### config.mk
export PLATFORM = sky130hd
export DESIGN_NAME = msrv32_pc_ctrl
export DESIGN_NICKNAME = d
export VERILOG_FILES = /design/src/rtl/msrv32_pkg.sv /design/src/rtl/msrv32_pc_target_mux.sv /design/src/rtl/msrv32_pc_ctrl.sv
export SDC_FILE = /design/constraint.sdc
export NUM_CORES = 1
export LEC_CHECK = 0
export CAP_MARGIN = 20
export CORE_MARGIN = 2
export CORE_UTILIZATION = 45
export DETAILED_ROUTE_END_ITERATION = 8
export GPL_TIMING_DRIVEN = 1
export PLACE_DENSITY = 0.83
export SLEW_MARGIN = 20
export SYNTH_ARGS = -nofsm -noshare
export SYNTH_HDL_FRONTEND = slang
export SYNTH_SLANG_ARGS = --single-unit
### constraint.sdc
create_clock -name ms_riscv32_mp_clk_in -period 3.9 [get_ports ms_riscv32_mp_clk_in]
set_clock_uncertainty 0.1 [all_clocks]
set_input_delay 0.585 -clock ms_riscv32_mp_clk_in [delete_from_list [all_inputs] [get_ports ms_riscv32_mp_clk_in]]
set_output_delay 0.585 -clock ms_riscv32_mp_clk_in [all_outputs]
set_load 0.01 [all_outputs]
### src/rtl/msrv32_pkg.sv
// Shared constants for the msrv32 program-counter controller: pc_src
// encodings, controller state encodings and the instruction step sizes.
package msrv32_pkg;

    localparam logic [1:0] PC_SRC_BOOT = 2'b00;
    localparam logic [1:0] PC_SRC_EPC  = 2'b01;
    localparam logic [1:0] PC_SRC_TRAP = 2'b10;
    localparam logic [1:0] PC_SRC_NEXT = 2'b11;

    typedef enum logic [1:0] {
        ST_BOOT  = 2'b00,
        ST_RUN   = 2'b01,
        ST_STALL = 2'b10
    } pc_state_t;

    localparam logic [2:0] INC_4 = 3'd4;
    localparam logic [2:0] INC_2 = 3'd2;

    // Step size: 2 only for a compressed instruction on a core that allows
    // 2-byte alignment, 4 otherwise.
    function automatic logic [2:0] pc_inc(input logic align_c, input logic compressed);
        logic [2:0] inc;
        if (align_c && compressed) begin
            inc = INC_2;
        end else begin
            inc = INC_4;
        end
        return inc;
    endfunction

endpackage

### src/rtl/msrv32_pc_target_mux.sv
// Combinational next-target logic: step size, sequential address, branch
// target, misalignment detection and the pc_src selection.
import msrv32_pkg::*;

module msrv32_pc_target_mux #(
    parameter int                XLEN         = 32,
    parameter logic [XLEN-1:0]   BOOT_ADDRESS = 32'h00000000,
    parameter bit                ALIGN_C      = 1'b0
) (
    input  logic [XLEN-1:0] iaddr,
    input  logic [XLEN-1:0] pc,
    input  logic [1:0]      pc_src,
    input  logic            branch_taken,
    input  logic [XLEN-2:0] branch_addr,
    input  logic [XLEN-1:0] epc,
    input  logic [XLEN-1:0] trap_address,
    input  logic            instr_compressed,
    output logic [XLEN-1:0] seq,
    output logic [XLEN-1:0] pc_plus_inc,
    output logic [XLEN-1:0] pc_mux,
    output logic            misaligned,
    output logic            redirect
);

    logic [XLEN-1:0] inc_ext;
    logic [XLEN-1:0] branch_target;
    logic            take_branch;

    // Step, sequential address and branch target; a misaligned taken branch
    // falls back to sequential and lets the trap unit redirect later.
    always_comb begin
        inc_ext       = {{(XLEN-3){1'b0}}, pc_inc(ALIGN_C, instr_compressed)};
        seq           = iaddr + inc_ext;
        pc_plus_inc   = pc + inc_ext;
        branch_target = {branch_addr, 1'b0};
        misaligned    = branch_taken & branch_target[1] & (ALIGN_C == 1'b0);
        take_branch   = branch_taken & ~misaligned;
    end

    // Next-target selection and redirect classification.
    always_comb begin
        pc_mux   = seq;
        redirect = 1'b0;
        case (pc_src)
            PC_SRC_BOOT: begin
                pc_mux   = BOOT_ADDRESS;
                redirect = 1'b1;
            end
            PC_SRC_EPC: begin
                pc_mux   = epc;
                redirect = 1'b1;
            end
            PC_SRC_TRAP: begin
                pc_mux   = trap_address;
                redirect = 1'b1;
            end
            PC_SRC_NEXT: begin
                if (take_branch) begin
                    pc_mux   = branch_target;
                    redirect = 1'b1;
                end else begin
                    pc_mux   = seq;
                    redirect = 1'b0;
                end
            end
            default: begin
                pc_mux   = seq;
                redirect = 1'b0;
            end
        endcase
    end

endmodule

### src/rtl/msrv32_pc_ctrl.sv
// Registered program-counter controller: holds the fetch address stable
// while the instruction bus stalls and buffers any redirect that arrives
// during the stall so it is applied once the bus accepts again.
import msrv32_pkg::*;

module msrv32_pc_ctrl #(
    parameter int                XLEN         = 32,
    parameter logic [XLEN-1:0]   BOOT_ADDRESS = 32'h00000000,
    parameter bit                ALIGN_C      = 1'b0
) (
    input  logic            ms_riscv32_mp_clk_in,
    input  logic            ms_riscv32_mp_rst_in,
    input  logic [1:0]      pc_src_in,
    input  logic            branch_taken_in,
    input  logic [XLEN-2:0] iaddr_in,
    input  logic [XLEN-1:0] epc_in,
    input  logic [XLEN-1:0] trap_address_in,
    input  logic            instr_compressed_in,
    input  logic            ahb_ready_in,
    output logic [XLEN-1:0] ms_riscv32_mp_iaddr_out,
    output logic            imem_req_out,
    output logic [XLEN-1:0] pc_out,
    output logic [XLEN-1:0] pc_plus_4_out,
    output logic [XLEN-1:0] pc_mux_out,
    output logic            misaligned_instr_logic_out,
    output logic            redirect_pending_out
);

    pc_state_t       state, state_nxt;
    logic [XLEN-1:0] iaddr, iaddr_nxt;
    logic [XLEN-1:0] pc, pc_nxt;
    logic [XLEN-1:0] pend_tgt, pend_tgt_nxt;
    logic            pend, pend_nxt;
    logic [XLEN-1:0] seq;
    logic [XLEN-1:0] pc_mux;
    logic            redirect;

    msrv32_pc_target_mux #(
        .XLEN         (XLEN),
        .BOOT_ADDRESS (BOOT_ADDRESS),
        .ALIGN_C      (ALIGN_C)
    ) u_target_mux (
        .iaddr            (iaddr),
        .pc               (pc),
        .pc_src           (pc_src_in),
        .branch_taken     (branch_taken_in),
        .branch_addr      (iaddr_in),
        .epc              (epc_in),
        .trap_address     (trap_address_in),
        .instr_compressed (instr_compressed_in),
        .seq              (seq),
        .pc_plus_inc      (pc_plus_4_out),
        .pc_mux           (pc_mux),
        .misaligned       (misaligned_instr_logic_out),
        .redirect         (redirect)
    );

    // State and datapath registers; reset restarts fetching at the boot address.
    always_ff @(posedge ms_riscv32_mp_clk_in or posedge ms_riscv32_mp_rst_in) begin
        if (ms_riscv32_mp_rst_in) begin
            state    <= ST_BOOT;
            iaddr    <= BOOT_ADDRESS;
            pc       <= BOOT_ADDRESS;
            pend     <= 1'b0;
            pend_tgt <= {XLEN{1'b0}};
        end else begin
            state    <= state_nxt;
            iaddr    <= iaddr_nxt;
            pc       <= pc_nxt;
            pend     <= pend_nxt;
            pend_tgt <= pend_tgt_nxt;
        end
    end

    // Next-state and next-address logic; everything holds unless the bus accepts.
    always_comb begin
        state_nxt    = state;
        iaddr_nxt    = iaddr;
        pc_nxt       = pc;
        pend_nxt     = pend;
        pend_tgt_nxt = pend_tgt;
        case (state)
            ST_BOOT: begin
                if (ahb_ready_in) begin
                    pc_nxt    = iaddr;
                    iaddr_nxt = seq;
                    state_nxt = ST_RUN;
                end else begin
                    state_nxt = ST_BOOT;
                end
            end
            ST_RUN: begin
                if (ahb_ready_in) begin
                    pc_nxt    = iaddr;
                    iaddr_nxt = pc_mux;
                    state_nxt = ST_RUN;
                end else begin
                    if (redirect) begin
                        pend_nxt     = 1'b1;
                        pend_tgt_nxt = pc_mux;
                    end else begin
                        pend_nxt     = pend;
                    end
                    state_nxt = ST_STALL;
                end
            end
            ST_STALL: begin
                if (ahb_ready_in) begin
                    pc_nxt = iaddr;
                    if (redirect) begin
                        iaddr_nxt = pc_mux;
                    end else if (pend) begin
                        iaddr_nxt = pend_tgt;
                    end else begin
                        iaddr_nxt = seq;
                    end
                    pend_nxt  = 1'b0;
                    state_nxt = ST_RUN;
                end else begin
                    // Latest redirect seen during the stall wins.
                    if (redirect) begin
                        pend_nxt     = 1'b1;
                        pend_tgt_nxt = pc_mux;
                    end else begin
                        pend_nxt     = pend;
                    end
                    state_nxt = ST_STALL;
                end
            end
            default: begin
                state_nxt = ST_BOOT;
            end
        endcase
    end

    assign ms_riscv32_mp_iaddr_out = iaddr;
    assign pc_out                  = pc;
    assign pc_mux_out              = pc_mux;
    assign redirect_pending_out    = pend;
    assign imem_req_out            = 1'b1;

endmodule

==> out/results.ini <==
[critical_path]
worst_setup_path_end_kind=primary output
crit_type=register to primary output
cp-start-kind=register
arrival_ps=3050
worstPathRequired_ps=3210
crit_path_max_fanout=8

[global_route]
grt_start_max_net_pins=49
use_met3_pct=7.766
globalRouteMet2Util_pct=46.96
grt_first_pass_wirelength_um=42290
busiest_layer=met2
grt_pass1_vias=7697
grt_util_all_layers_pct=30.49
grt-ovfl-total=0
antenna_found_initial=0
grt_util_met1_pct=41.16

[yosys]
syn_avg_cell_area_um2=8.254
syn-instance-count=895
synth_top_family_by_area=compound AO/OA/AOI/OAI gates
synth_top_area_share_pct=33.54
ys_ff_latch=99
yosysSeqAreaShare_pct=33.54
synth-compound-area-share_pct=26.44
synthArstFlopShare_pct=100.0
synth_edf_count=0
synth_ff_type=dfrtp_1
synth_mux_area_share_pct=4.658
yosys.area_share.simple_pct=22.10
synthTopCellsByArea=dfrtp_1 34%, nand2_1 6.6%, o21ai_0 5.1%
synth_top_cell_by_area=dfrtp_1
synthAdderAreaFrac_pct=1.186
syn-num-nets=1004
synthDistinctLibCells=79
yosysWarnings=0
netlist_area_um2=7387
synthXorXnorAreaFrac_pct=6.284

[sta]
hold_viol_final=0
fin_crit_sh_pct=95.88
slew_headroom_pct=37.78
setup_tns_ps=0
finalSetupViolations=0
fmaxAchievable_mhz=267.4
drv_slew=0
period_minus_slack_ps=3739
rsz0062_at_grt=false
worst_pin_slew_ps=933.3

[clock_tree]
cts_buffer_depth=2
htreeDepth=3
cts_tree=built
clk_latency_ps=360
cts.sinks=99
cts.root.buffer_cell=clkbuf_16
clkTransAtPathRegs_ps=70
cts_buffers=9

[power]
power_density_nw_per_um2=730.4
intPower_mw=4.164
ir_drop_uv=414.3
p_sw_share_pct=45.13
power.leakage_nw=4.284
power_switching_mw=3.425
clockPowerShare_pct=12.9
p_total_mw=7.588
comb_power_share_pct=58.9
seqPwrFrac_pct=28.2

[finish]
diodes=0
layout.nets=1228
nFillCells=1383
layout_commonest_cell=clkdlybuf4s50_1
synthToLayoutAreaGrowth_pct=40.65
layout_common_cells=230 x clkdlybuf4s50_1, 130 x nand2_1, 97 x dfrtp_1
drive_above_1_share_pct=11.57

[flow_run]
max_cap_violations=0

[floorplan]
dieArea_um2=17460
start_util_pct=46.33
rows=46
die_x_um=132.1
chipHeight_um=132.1
coreArea_um2=15940
ios=233

[detailed_routing]
ant_nets=0
drc=0
drt-initial-drc-count=951
wl_um=27020
dr.pass1.iters=5
route.detailed.wl_per_inst_um=20.17
viasPerCell=6.102
num_vias=8177

[place]
port_buffers=230
dp_hpwl_um=20180
gp_congestion=0.9845

[min_path]
hp-class=register to register

[run_status]
status=finished, final reports clean

-- cell families (layout without fill, tap and decap cells) --
| family | Yosys count | after routing |
|---|---|---|
| flip-flops | 99 | 99 |
| XOR/XNOR | 53 | 53 |
| buffers and inverters | 99 | 328 |
| adder cells (fa/ha/maj) | 7 | 7 |
| other | 1 | 1 |
| AO/OA/AOI/OAI | 286 | 286 |
| multiplexers | 31 | 31 |
| AND/OR/NAND/NOR | 319 | 319 |
-- layout make-up --
cell class	instances	area, um^2	share of cell area [%]
clock buffer	13	280.3	2.697
clock inverter	3	43.79	0.4215
inverter	35	133.9	1.289
multi-input combinational	697	4502	43.33
sequential	99	2480	23.87
tap	216	270.3	2.601
timing repair buffer	277	2680	25.79
-- final timing paths --
path | cells past startpoint | start | slack [ps] | to
worst max-delay path | 7 | ms_riscv32_mp_iaddr_out[3]$_DFFE_PP0P_ | 160 | pc_mux_out[28]
worst min-delay path | 2 | pend_tgt[13]$_DFFE_PP0P_ | 380 | pend_tgt[13]$_DFFE_PP0P_
worst max register to register | 7 | state[0]$_DFF_PP0_ | 1030 | ms_riscv32_mp_iaddr_out[31]$_DFFE_PP0P_
worst min register to register | 2 | pend_tgt[13]$_DFFE_PP0P_ | 380 | pend_tgt[13]$_DFFE_PP0P_
max in group asynchronous | 3 | ms_riscv32_mp_rst_in | 2310 | pc_out[23]$_DFFE_PP0P_
min in group asynchronous | 2 | ms_riscv32_mp_rst_in | 580 | pc_out[11]$_DFFE_PP0P_
-- registers in the layout, indices dropped and copies added, names as in the netlist --
name                     flops
ms_riscv32_mp_iaddr_out     32
pc_out                      32
pend_tgt                    32
state                        2
redirect_pending_out         1
-- cell usage after synthesis (16+ instances only) --
cell type,instances
a21oi_1,40
a22o_1,16
a22oi_1,16
a31oi_1,16
buf_2,18
clkbuf_1,38
dfrtp_1,99
inv_1,34
mux2_2,27
nand2_1,130
nand3_1,30
nand4_1,17
nor2_1,54
o21ai_0,76
xnor2_1,31
xor2_1,22
-- routing by layer --
metal  part of all wire [%]  vias up
met4                    3.1        0
met5                      0        -
li1                       -     3704
met1                     40     3863
met3                     12       67
met2                     45      543
-- power by group through the flow --
stage | registers [mW] | clock network, mW | logic (mW)
after CTS | 2.12 | 0.985 | 4.38
after global placement | 2.11 | 0 | 4.28
after detailed placement | 2.14 | 0 | 4.36
after global routing | 2.22 | 1.02 | 4.75
after floorplan | 2.08 | 0 | 2.34
final | 2.14 | 0.981 | 4.47
-- metrics by stage --
step,util [%],cells,hold WS (ps),setup WS (ps),instance area [um^2]
detailed placement,63.09,1324,358.1,280.8,10060
floorplan,-,895,337.2,624.6,7387
CTS,65.12,1340,375.1,157.7,10380
global placement,63.09,1324,350.1,328.0,10060
finish,65.17,1340,377.2,160.8,10390
global route,65.17,1340,411.6,8.161,10390
-- worst max-delay path, stage by stage (launching register included) --
cell	delay, ps
dfrtp_1	530
ha_1	250
nand3_2	200
nor4_4	570
nand3_2	200
xor2_1	200
a31oi_1	180
clkdlybuf4s50_1	560
-- timing repair --
action | 4_1_cts | 5_1_grt
hold buffers | 0 | 0
gates resized for setup | 0 | 3
setup endpoints to repair | 0 | 4
buffers inserted | 0 | 0
No activity file was read; power rests on OpenSTA's default activity.
